$ cat src/rtl/jbi_min_sctag_arb_if.sv
// Request-path bundle between the rhq/rdq queue pairs, the sctag credit returns
// and the JBI->SCTAG issue arbiter.
interface jbi_min_sctag_arb_if;
  logic       arb_en;
  logic [3:0] rhq_vld;
  logic [3:0] rhq_wr;
  logic [3:0] sctag_cred_ret;
  logic [3:0] arb_rhq_pop;
  logic [3:0] arb_rdq_pop;
  logic       arb_hdr_vld;
  logic       arb_data_vld;
  logic [1:0] arb_sel;
  logic       arb_busy;
  logic [3:0] arb_cred_err;

  modport master (
    output arb_en, rhq_vld, rhq_wr, sctag_cred_ret,
    input  arb_rhq_pop, arb_rdq_pop, arb_hdr_vld, arb_data_vld,
           arb_sel, arb_busy, arb_cred_err
  );

  modport slave (
    input  arb_en, rhq_vld, rhq_wr, sctag_cred_ret,
    output arb_rhq_pop, arb_rdq_pop, arb_hdr_vld, arb_data_vld,
           arb_sel, arb_busy, arb_cred_err
  );
endinterface

$ cat src/rtl/jbi_min_sctag_arb.sv
// Round-robin, credit-gated issue arbiter sharing the JBI->SCTAG request path
// among four rhq/rdq queue pairs; writes carry WR_BEATS data beats after the header.

// Per-sctag saturating credit counter with sticky over-return error.
module jbi_min_sctag_arb_cred #(
  parameter int CREDITS = 4
) (
  input  logic clk,
  input  logic arst_l,
  input  logic grant_i,
  input  logic ret_i,
  output logic nz_o,
  output logic err_o
);
  localparam logic [2:0] CRED_MAX = 3'(CREDITS);

  logic [2:0] cnt_q, cnt_d;
  logic       err_q, err_d;

  always_comb begin
    cnt_d = cnt_q;
    err_d = err_q;
    if (grant_i && !ret_i) begin
      cnt_d = cnt_q - 3'd1;
    end else if (ret_i && !grant_i) begin
      // A return with the pool already full is a protocol error: hold, flag.
      if (cnt_q == CRED_MAX) err_d = 1'b1;
      else                   cnt_d = cnt_q + 3'd1;
    end
  end

  always_ff @(posedge clk or negedge arst_l) begin
    if (!arst_l) begin
      cnt_q <= CRED_MAX;
      err_q <= 1'b0;
    end else begin
      cnt_q <= cnt_d;
      err_q <= err_d;
    end
  end

  assign nz_o  = |cnt_q;
  assign err_o = err_q;
endmodule

module jbi_min_sctag_arb #(
  parameter int CREDITS  = 4,
  parameter int WR_BEATS = 2
) (
  input  logic                 clk,
  input  logic                 arst_l,
  jbi_min_sctag_arb_if.slave   arb
);
  localparam int         NUM_Q     = 4;
  localparam logic [1:0] BEAT_LAST = 2'(WR_BEATS - 1);

  typedef enum logic [1:0] {IDLE, HDR, DATA} state_t;

  state_t     state_q, state_d;
  logic [1:0] cur_sel_q, cur_sel_d;
  logic       cur_wr_q, cur_wr_d;
  logic [1:0] beat_q, beat_d;
  logic [1:0] rr_q, rr_d;

  logic             hdr_q, dat_q, busy_q;
  logic [1:0]       sel_q;
  logic [NUM_Q-1:0] rpop_q, dpop_q;

  logic             hdr_d, dat_d, busy_d;
  logic [1:0]       sel_d;
  logic [NUM_Q-1:0] rpop_d, dpop_d;

  logic [NUM_Q-1:0] cred_nz, cred_err, elig, grant, cred_ret;
  logic [1:0]       win;
  logic             any_elig, slot_free, last_beat;

  assign cred_ret = arb.sctag_cred_ret;

  jbi_min_sctag_arb_cred #(.CREDITS(CREDITS)) u_cred [NUM_Q-1:0] (
    .clk     (clk),
    .arst_l  (arst_l),
    .grant_i (grant),
    .ret_i   (cred_ret),
    .nz_o    (cred_nz),
    .err_o   (cred_err)
  );

  assign elig      = {NUM_Q{arb.arb_en}} & arb.rhq_vld & cred_nz;
  assign any_elig  = |elig;
  assign last_beat = (beat_q == BEAT_LAST);
  // The path frees in the cycle the last piece of the current transaction issues,
  // so the next grant lands with no bubble.
  assign slot_free = (state_q == IDLE) || (state_q == HDR && !cur_wr_q) ||
                     (state_q == DATA && last_beat);

  // Search starts one past the last winner and wraps back to it last.
  always_comb begin
    logic [1:0] idx;
    logic       found;
    win   = rr_q;
    found = 1'b0;
    idx   = rr_q;
    for (int k = 1; k <= NUM_Q; k++) begin
      idx = rr_q + 2'(k);
      if (!found && elig[idx]) begin
        found = 1'b1;
        win   = idx;
      end
    end
  end

  assign grant = (slot_free && any_elig) ? (NUM_Q'(1) << win) : '0;

  always_comb begin
    state_d   = state_q;
    cur_sel_d = cur_sel_q;
    cur_wr_d  = cur_wr_q;
    beat_d    = beat_q;
    rr_d      = rr_q;
    case (state_q)
      HDR:     if (cur_wr_q) begin
                 state_d = DATA;
                 beat_d  = 2'd0;
               end
      DATA:    if (!last_beat) beat_d = beat_q + 2'd1;
      default: ;
    endcase
    if (slot_free) begin
      if (any_elig) begin
        state_d   = HDR;
        cur_sel_d = win;
        cur_wr_d  = arb.rhq_wr[win];
        rr_d      = win;
      end else begin
        state_d   = IDLE;
      end
    end
  end

  // Outputs are decoded from next state so they come straight off flops.
  always_comb begin
    hdr_d  = (state_d == HDR);
    dat_d  = (state_d == DATA);
    busy_d = (state_d != IDLE);
    sel_d  = (hdr_d || dat_d) ? cur_sel_d : 2'd0;
    rpop_d = hdr_d ? (NUM_Q'(1) << cur_sel_d) : '0;
    dpop_d = dat_d ? (NUM_Q'(1) << cur_sel_d) : '0;
  end

  always_ff @(posedge clk or negedge arst_l) begin
    if (!arst_l) begin
      state_q   <= IDLE;
      cur_sel_q <= 2'd0;
      cur_wr_q  <= 1'b0;
      beat_q    <= 2'd0;
      rr_q      <= 2'd3;
      hdr_q     <= 1'b0;
      dat_q     <= 1'b0;
      busy_q    <= 1'b0;
      sel_q     <= 2'd0;
      rpop_q    <= '0;
      dpop_q    <= '0;
    end else begin
      state_q   <= state_d;
      cur_sel_q <= cur_sel_d;
      cur_wr_q  <= cur_wr_d;
      beat_q    <= beat_d;
      rr_q      <= rr_d;
      hdr_q     <= hdr_d;
      dat_q     <= dat_d;
      busy_q    <= busy_d;
      sel_q     <= sel_d;
      rpop_q    <= rpop_d;
      dpop_q    <= dpop_d;
    end
  end

  assign arb.arb_hdr_vld  = hdr_q;
  assign arb.arb_data_vld = dat_q;
  assign arb.arb_busy     = busy_q;
  assign arb.arb_sel      = sel_q;
  assign arb.arb_rhq_pop  = rpop_q;
  assign arb.arb_rdq_pop  = dpop_q;
  assign arb.arb_cred_err = cred_err;
endmodule

$ cat src/flat_wrapper.sv
// flat-port wrapper written by rule: the top's interface ports become plain ports
module jbi_min_sctag_arb_flat 
#(
  parameter int CREDITS  = 4,
  parameter int WR_BEATS = 2
)
  (clk, arst_l, arb_arb_en, arb_rhq_vld, arb_rhq_wr, arb_sctag_cred_ret, arb_arb_rhq_pop, arb_arb_rdq_pop, arb_arb_hdr_vld, arb_arb_data_vld, arb_arb_sel, arb_arb_busy, arb_arb_cred_err);
  jbi_min_sctag_arb_if arb_i ();
  input  logic clk;
  input  logic arst_l;
  input wire logic [$bits(arb_i.arb_en)-1:0] arb_arb_en;
  input wire logic [$bits(arb_i.rhq_vld)-1:0] arb_rhq_vld;
  input wire logic [$bits(arb_i.rhq_wr)-1:0] arb_rhq_wr;
  input wire logic [$bits(arb_i.sctag_cred_ret)-1:0] arb_sctag_cred_ret;
  output wire logic [$bits(arb_i.arb_rhq_pop)-1:0] arb_arb_rhq_pop;
  output wire logic [$bits(arb_i.arb_rdq_pop)-1:0] arb_arb_rdq_pop;
  output wire logic [$bits(arb_i.arb_hdr_vld)-1:0] arb_arb_hdr_vld;
  output wire logic [$bits(arb_i.arb_data_vld)-1:0] arb_arb_data_vld;
  output wire logic [$bits(arb_i.arb_sel)-1:0] arb_arb_sel;
  output wire logic [$bits(arb_i.arb_busy)-1:0] arb_arb_busy;
  output wire logic [$bits(arb_i.arb_cred_err)-1:0] arb_arb_cred_err;
  assign arb_i.arb_en = arb_arb_en;
  assign arb_i.rhq_vld = arb_rhq_vld;
  assign arb_i.rhq_wr = arb_rhq_wr;
  assign arb_i.sctag_cred_ret = arb_sctag_cred_ret;
  assign arb_arb_rhq_pop = arb_i.arb_rhq_pop;
  assign arb_arb_rdq_pop = arb_i.arb_rdq_pop;
  assign arb_arb_hdr_vld = arb_i.arb_hdr_vld;
  assign arb_arb_data_vld = arb_i.arb_data_vld;
  assign arb_arb_sel = arb_i.arb_sel;
  assign arb_arb_busy = arb_i.arb_busy;
  assign arb_arb_cred_err = arb_i.arb_cred_err;
  jbi_min_sctag_arb #(.CREDITS(CREDITS), .WR_BEATS(WR_BEATS)) u_core (.clk(clk), .arst_l(arst_l), .arb(arb_i));
endmodule
$ cat config.mk
export PLATFORM = sky130hd
export DESIGN_NAME = jbi_min_sctag_arb_flat
export DESIGN_NICKNAME = d
export VERILOG_FILES = /design/src/rtl/jbi_min_sctag_arb_if.sv /design/src/rtl/jbi_min_sctag_arb.sv /design/src/flat_wrapper.sv
export SDC_FILE = /design/constraint.sdc
export NUM_CORES = 1
export LEC_CHECK = 0
export CAP_MARGIN = 20
export CORE_MARGIN = 2
export CORE_UTILIZATION = 28
export DETAILED_ROUTE_END_ITERATION = 8
export GPL_ROUTABILITY_DRIVEN = 1
export PLACE_DENSITY_LB_ADDON = 0.12
export SLEW_MARGIN = 20
export SYNTH_ARGS = -nofsm -noshare
export SYNTH_HDL_FRONTEND = slang
export SYNTH_SLANG_ARGS = --single-unit
export TNS_END_PERCENT = 50
$ cat constraint.sdc
create_clock -name clk -period 3.2 [get_ports clk]
set_input_delay 0.32 -clock clk [delete_from_list [all_inputs] [get_ports clk]]
set_output_delay 0.32 -clock clk [all_outputs]
set_load 0.005 [all_outputs]
After elaboration in Yosys (flattened, before gate mapping)

Cells that the tools add are included.

Bitwise logic cells: 6
Order comparisons: 5
Shift operators: 2
Divide/modulo/power cells: 0
Add/sub/neg operators: 12
Equality and inequality tests: 15
Mux-type cells: 42
Reductions and logical operators: 51
Multiply operators: 0

Operators by type and width:

| cell                                                                          | number |
|---|---|
| 3-bit two-way mux                                                             | 12 |
| 2-bit two-way mux                                                             | 12 |
| 2-bit by 3-bit less-than comparator with 1-bit output (second input constant) | 5 |
| 3-bit AND reduction                                                           | 5 |
| 1-bit logical AND                                                             | 14 |
| 3-bit by 1-bit adder with 3-bit output (second input constant)                | 4 |
| 3-bit equality test (second input constant)                                   | 4 |
| 1-bit logical NOT                                                             | 12 |
| 4-bit two-way mux                                                             | 3 |
| 2-bit nonzero test                                                            | 6 |
| 3-bit OR reduction                                                            | 4 |
| 3-bit by 1-bit subtractor with 3-bit output (second input constant)           | 4 |
| 1-bit binary-select mux with 2-bit select                                     | 5 |
| 2-bit inequality test (second input constant)                                 | 5 |
| 2-bit AND reduction                                                           | 5 |
| 1-bit two-way mux                                                             | 9 |
| 4-bit AND                                                                     | 2 |
| 1-bit by 2-bit << shifter with 4-bit output (first input constant)            | 2 |
| 2-bit by 1-bit equality test with 1-bit output (second input constant)        | 3 |
| 2-bit by 1-bit adder with 2-bit output (second input constant)                | 2 |
| 2-bit adder (second input constant)                                           | 2 |
| 2-bit equality test (second input constant)                                   | 2 |
| 1-bit NOT                                                                     | 4 |
| 2-bit case mux with 2 select lines                                            | 1 |
| other kinds (4)                                                               | 6 |

Bits of input ports: 15
Memories: 0
Bits in read-only memories: 0
Bits in registers: 38
RAM bits: 0
Latch bits: 0

Longest topological paths before layout

Depth after elaboration: 20
Depth in mapped cells: 14
Depth with buffers taken out: 14

Modules after synthesis

A second synthesis with hierarchy kept.

Cells, all modules: 206
Area, all modules: 2148.3 µm²

By module, submodules not included:

| module                 | instances | area an instance (µm²) | cells each |
|---|---|---|---|
| jbi_min_sctag_arb_cred | 4         | 270.3                  | 28 |
| jbi_min_sctag_arb      | 1         | 1067.3                 | 94 |

Worst setup path before layout

Ideal clock, no wire load.

Kind: flip-flop to flip-flop
Start point: reg u_core.u_cred[3].cnt_q[1]
End point: reg u_core.u_cred[2].cnt_q[2]
Arrival: 3.040 ns
Stages on the path, launching flop included: 14
Path slack: 0.075 ns
Library setup time: 0.085 ns
Path through: dfrtp_1 o311ai_4 a2bb2o_4 a211o_1 buf_6 or3_1 inv_1 ha_1 inv_1 fa_1 nor3_1 a21oi_1 o21ai_0 o31ai_1

Word-level cells in the longest chain between the ends: 20

RTL lines:

| what                                        | line                     | text |
|---|---|---|
| start: declaration                          | jbi_min_sctag_arb.sv:17  | `logic [2:0] cnt_q, cnt_d;` |
| start signal: assignment                    | jbi_min_sctag_arb.sv:37  | `cnt_q <= cnt_d;` |
| 3-bit OR reduction *                        | jbi_min_sctag_arb.sv:42  | `assign nz_o = \|cnt_q;` |
| 4-bit AND *                                 | jbi_min_sctag_arb.sv:88  | `assign elig = {NUM_Q{arb.arb_en}} & arb.rhq_vld & cred_nz;` |
| 1-bit binary-select mux with 2-bit select   | jbi_min_sctag_arb.sv:105 | `if (!found && elig[idx]) begin` |
| 1-bit two-way mux (implied by the code)     | jbi_min_sctag_arb.sv:105 |  |
| 1-bit two-way mux                           | jbi_min_sctag_arb.sv:105 |  |
| 1-bit logical NOT                           | jbi_min_sctag_arb.sv:105 |  |
| 1-bit logical AND                           | jbi_min_sctag_arb.sv:105 |  |
| 1-bit two-way mux                           | jbi_min_sctag_arb.sv:105 |  |
| [4 not listed]                              | n/a                      |  |
| 1-bit logical AND                           | jbi_min_sctag_arb.sv:105 |  |
| 2-bit two-way mux                           | jbi_min_sctag_arb.sv:105 |  |
| 1-bit by 2-bit << shifter with 4-bit output | jbi_min_sctag_arb.sv:112 | `assign grant = (slot_free && any_elig) ? (NUM_Q'(1) << win) : '0;` |
| 4-bit two-way mux *                         | jbi_min_sctag_arb.sv:112 |  |
| 1-bit logical NOT                           | jbi_min_sctag_arb.sv:25  | `end else if (ret_i && !grant_i) begin` |
| 1-bit logical AND                           | jbi_min_sctag_arb.sv:25  |  |
| 2-bit nonzero test (no line)                | n/a                      |  |
| 2-bit AND reduction (no line)               | n/a                      |  |
| end signal: assignment                      | jbi_min_sctag_arb.sv:37  |  |
| end: declaration                            | jbi_min_sctag_arb.sv:17  |  |

Mark *: on every way between the ends. The rest lies on a longest branch, timed or not. The select of a mux whose other input is x is not followed.
A chain may end at the register's enable or synchronous reset.

Worst setup path in the final report

Start point: reg u_core.u_cred[1].cnt_q[1]
End point: reg u_core.u_cred[2].cnt_q[2]

Word-level cells in the longest chain between the ends: 20

RTL lines:

| what                                        | line |
|---|---|
| start: declaration                          | jbi_min_sctag_arb.sv:17 |
| start signal: assignment                    | jbi_min_sctag_arb.sv:37 |
| 3-bit OR reduction *                        | jbi_min_sctag_arb.sv:42 |
| 4-bit AND *                                 | jbi_min_sctag_arb.sv:88 |
| 1-bit binary-select mux with 2-bit select   | jbi_min_sctag_arb.sv:105 |
| 1-bit two-way mux (implied by the code)     | jbi_min_sctag_arb.sv:105 |
| 1-bit two-way mux                           | jbi_min_sctag_arb.sv:105 |
| 1-bit logical NOT                           | jbi_min_sctag_arb.sv:105 |
| 1-bit logical AND                           | jbi_min_sctag_arb.sv:105 |
| 1-bit two-way mux                           | jbi_min_sctag_arb.sv:105 |
| [4 not listed]                              | n/a |
| 1-bit logical AND                           | jbi_min_sctag_arb.sv:105 |
| 2-bit two-way mux                           | jbi_min_sctag_arb.sv:105 |
| 1-bit by 2-bit << shifter with 4-bit output | jbi_min_sctag_arb.sv:112 |
| 4-bit two-way mux *                         | jbi_min_sctag_arb.sv:112 |
| 1-bit logical NOT                           | jbi_min_sctag_arb.sv:25 |
| 1-bit logical AND                           | jbi_min_sctag_arb.sv:25 |
| 2-bit nonzero test (no line)                | n/a |
| 2-bit AND reduction (no line)               | n/a |

Marks and branches as above.

==> impl_results.md <==
- Total clock buffers created by CTS: 5
- Areal power density over the cells: about 980 mW/mm^2
- Switching power: slightly above 0.001 W
- Number of port buffers: 31
- Number of antenna-violating nets in the routed design: 0
- Number of unique standard cell types used by synthesis: 43
- Leakage component of the power: between 1 and 1.5 nW
- Post-synthesis cell area: 0.00213 mm^2
- Series of cell instances along the critical path: o311a_1 -> a2bb2o_4 -> a211o_1 -> or3_1 -> inv_1 -> ha_1 -> inv_1 -> fa_1 -> nor3_1 -> a21oi_1 -> o21ai_0 -> o31ai_1
- HP Class: in2async
- Post-detailed-placement half-perimeter wirelength: 3280 um
- Largest stage delay on the critical path: around 470 ps
- Share of flip-flops with an asynchronous set or reset after synthesis: between 90% and 100%
- Avg Vias per Cell: around 4.5
- Die Ht: approximately 91 um
- Number of cell rows: 31
- Overall fraction of global-route tracks in use: between 10 and 15%
- Number of placed I/O pins: 32
- Post-Synthesis Net Count: ~240
- Total number of H-tree levels: 2
- Maximum clock skew at final layout: 11.0 ps
- Num Clock Sinks: 38
- Number of flops mapped to enable cells by yosys: 0
- Vias after detailed routing: between 1500 and 2000
- Starting DRT DRC Count: 63
- Arrival time at the worst endpoint: roughly 3200 ps
- Post-synth top area share: between 30% and 40%
- Count of TritonRoute iterations in the first routing pass: 4
- Final worst slack: 227 ps
- Fraction of layout instances using a drive strength above 1: approximately a fifth
- Master of the slowest instance on the critical path: fa_1
- Top cells by instance count after synthesis: dfrtp_1 (32), inv_1 (29), nor2_1 (18), ha_1 (17), nand2_1 (10)
- CP startpoint kind: register
- Synthesis warning total: 0
- Cell type group with the largest total delay on the critical path: compound AO/OA/AOI/OAI gates
- Final count of pins violating max slew: 0
- Core region area: 0.00729 mm^2
- Layout Nets: approximately 290
- Number of hold violations in the final report: 0
- Result of the run: complete, no violations
- Via count of the first global-routing pass: 1579
- Crit path time final: about 3000 ps
- Area growth from synthesis to layout: 31.7%
- Sort of element at the end of the critical path: register
- Maximum resistive drop on vdd: about 320 uV
- Internal Pwr Total: 0.00171 W
- Post-synthesis area per instance: about 11 um^2
- Number of buffer and inverter stages on the critical path: 2
- Smallest hold slack: about 140 ps
- Combinational share of power: around half
- Worst setup path class: reg2reg
- Die outline width: 91.2 um
- Largest area contributor in the synthesized netlist: dfrtp_1
- Main flop type after synthesis: dfrtp_1
- Sequential share of the synthesized area: between 40 and 50%
- Clk_lat worst skew: approximately 300 ps
- Fraction of the cycle the final worst path needs: 92.9%
- Die outline area: 0.00831 mm^2
- Antenna Cells: 0
- Post-CTS repair timing setup buffer count: 0
- Endpoint required time on the critical path: between 3000 and 4000 ps
- Count of final setup violators: 0
- Clock-pin transition on the worst setup and hold timing paths: 80 ps
- Proportion of power drawn by flip-flops and latches: between 30% and 40%
- Total wire length: around 4400 um
- Final global-route overflow total: 0
- Max Root-Sink Buffers: 2
- Number of antenna violations at the first check in global routing: 0
- Unrepaired setup endpoints after global routing: no
- Fmax: ~340 MHz
- Clock Root Buffer: clkbuf_8
- Gate count of the mapped netlist: ~200
- Placement Setup Slack: -233 ps
- Synth area leaders: dfrtp_1 (38%), ha_1 (10%), dfstp_2 (7.4%), inv_1 (5.1%), nor2_1 (3.2%)
- Maximum fanout along the worst path: 4
- Clock power frac: between 10% and 20%
- CTS tree: built
- First-pass GRT wire length: roughly 7500 um
- Hold buffer count at cts: 0
- Cell with the most instances after synthesis: dfrtp_1
- Final routed wire length divided by cell count: approximately 12 um
- Worst slew margin: a little over two fifths
- Final Wtd Congestion: roughly 0.78
- Slew at the pin with the worst max-slew slack: between 800 and 900 ps
- Maximum number of pins on one net before global-route repair: 39
- Number of maximum-capacitance violations: 0
- Number of storage elements in the synthesis netlist: 38
- Power after layout: ~0.0027 W
- DRC: 0
- Starting density of the core: between 20% and 30%
- Cell repeated most along the worst path: inv_1
- Share of total power consumed by net switching: between 30% and 40%
[final timing paths]
check	startpoint	endpoint	slack [ps]	depth (start not counted)
worst max-delay path	u_core.u_cred[1].cnt_q[1]	u_core.u_cred[2].cnt_q[2]	230	12
worst min-delay path	arst_l	u_core.u_cred[3].err_o	140	1
worst max register to register	u_core.u_cred[1].cnt_q[1]	u_core.u_cred[2].cnt_q[2]	230	12
worst min register to register	u_core.u_cred[2].err_o	u_core.u_cred[2].err_o	470	1
max in group asynchronous	arst_l	u_core.arb.arb_rdq_pop[1]	2520	1
min in group clk	u_core.u_cred[2].err_o	u_core.u_cred[2].err_o	470	1
[flip-flops by register name, summed over array words and instances, names as in the netlist, 4 cells and up]
| register | count |
|---|---|
| u_core.arb.arb_rhq_pop | 4 |
| u_core.arb.arb_rdq_pop | 4 |
| u_core.u_cred.cnt_q | 12 |
| u_core.u_cred.err_o | 4 |
[cell usage in the layout (no fill, tap or decap), drive strengths merged, types with 6 or more instances in the layout]
cell           instances
dfrtp                 32
clkdlybuf4s50         30
o21ai                  9
nand2                 10
a21oi                  9
inv                   29
ha                    17
buf                   18
nor2                  18
dfstp                  6
[per-layer routing]
layer / track usage (%) / part of all wire [%] / routed length, um / up-vias
met5: 0 / 0 / 0 / -
met4: 3.79 / 1.3 / 57 / 0
met3: 2.90 / 3.1 / 135 / 6
met2: 17.7 / 47 / 2030 / 22
met1: 15.1 / 49 / 2140 / 768
li1: - / - / - / 796
[kinds of logic after synthesis]
| family | count (synthesis) | share of synthesized area (%) |
|---|---|---|
| AO/OA/AOI/OAI | 51 | 18.5 |
| XOR/XNOR | 5 | 2.06 |
| adder cells (fa/ha/maj) | 20 | 12.8 |
| buffers and inverters | 34 | 7.05 |
| flip-flops | 38 | 45.0 |
| multiplexers | 4 | 2.12 |
| AND/OR/NAND/NOR | 50 | 12.5 |
[cell type report]
cell class,count,area [um^2]
Inverter,29,109
Tap cell,99,124
Fill cell,759,4490
Timing Repair Buffer,48,433
Sequential cell,38,958
Clock buffer,5,68.8
Clock inverter,3,68.8
Multi-Input combinational cell,130,1040
[what timing repair did]
action | CTS | global route
hold endpoints to repair | 0 | 0
endpoints found under the setup margin | 0 | 3
resized for setup | 0 | 3
[power by group through the flow]
stage	combinational [W]	sequential, W	clock, W
floorplan	0.000911	0.000857	0
global placement	0.00136	0.000895	0
detailed placement	0.00135	0.000891	0
CTS	0.00136	0.000880	0.000513
global route	0.00156	0.000917	0.000533
finish	0.00136	0.000883	0.000501
[stage by stage]
stage	utilization (%)	std cells	setup TNS, ps	area (um^2)
2_1_floorplan	-	202	0	2130
3_3_place_gp	36.3	344	-386	2640
3_5_place_dp	36.3	344	-646	2640
4_1_cts	38.1	352	0	2780
5_1_grt	38.4	352	0	2800
6_report	38.4	352	0	2800
Note: power is estimated with default switching activity, not from simulation.
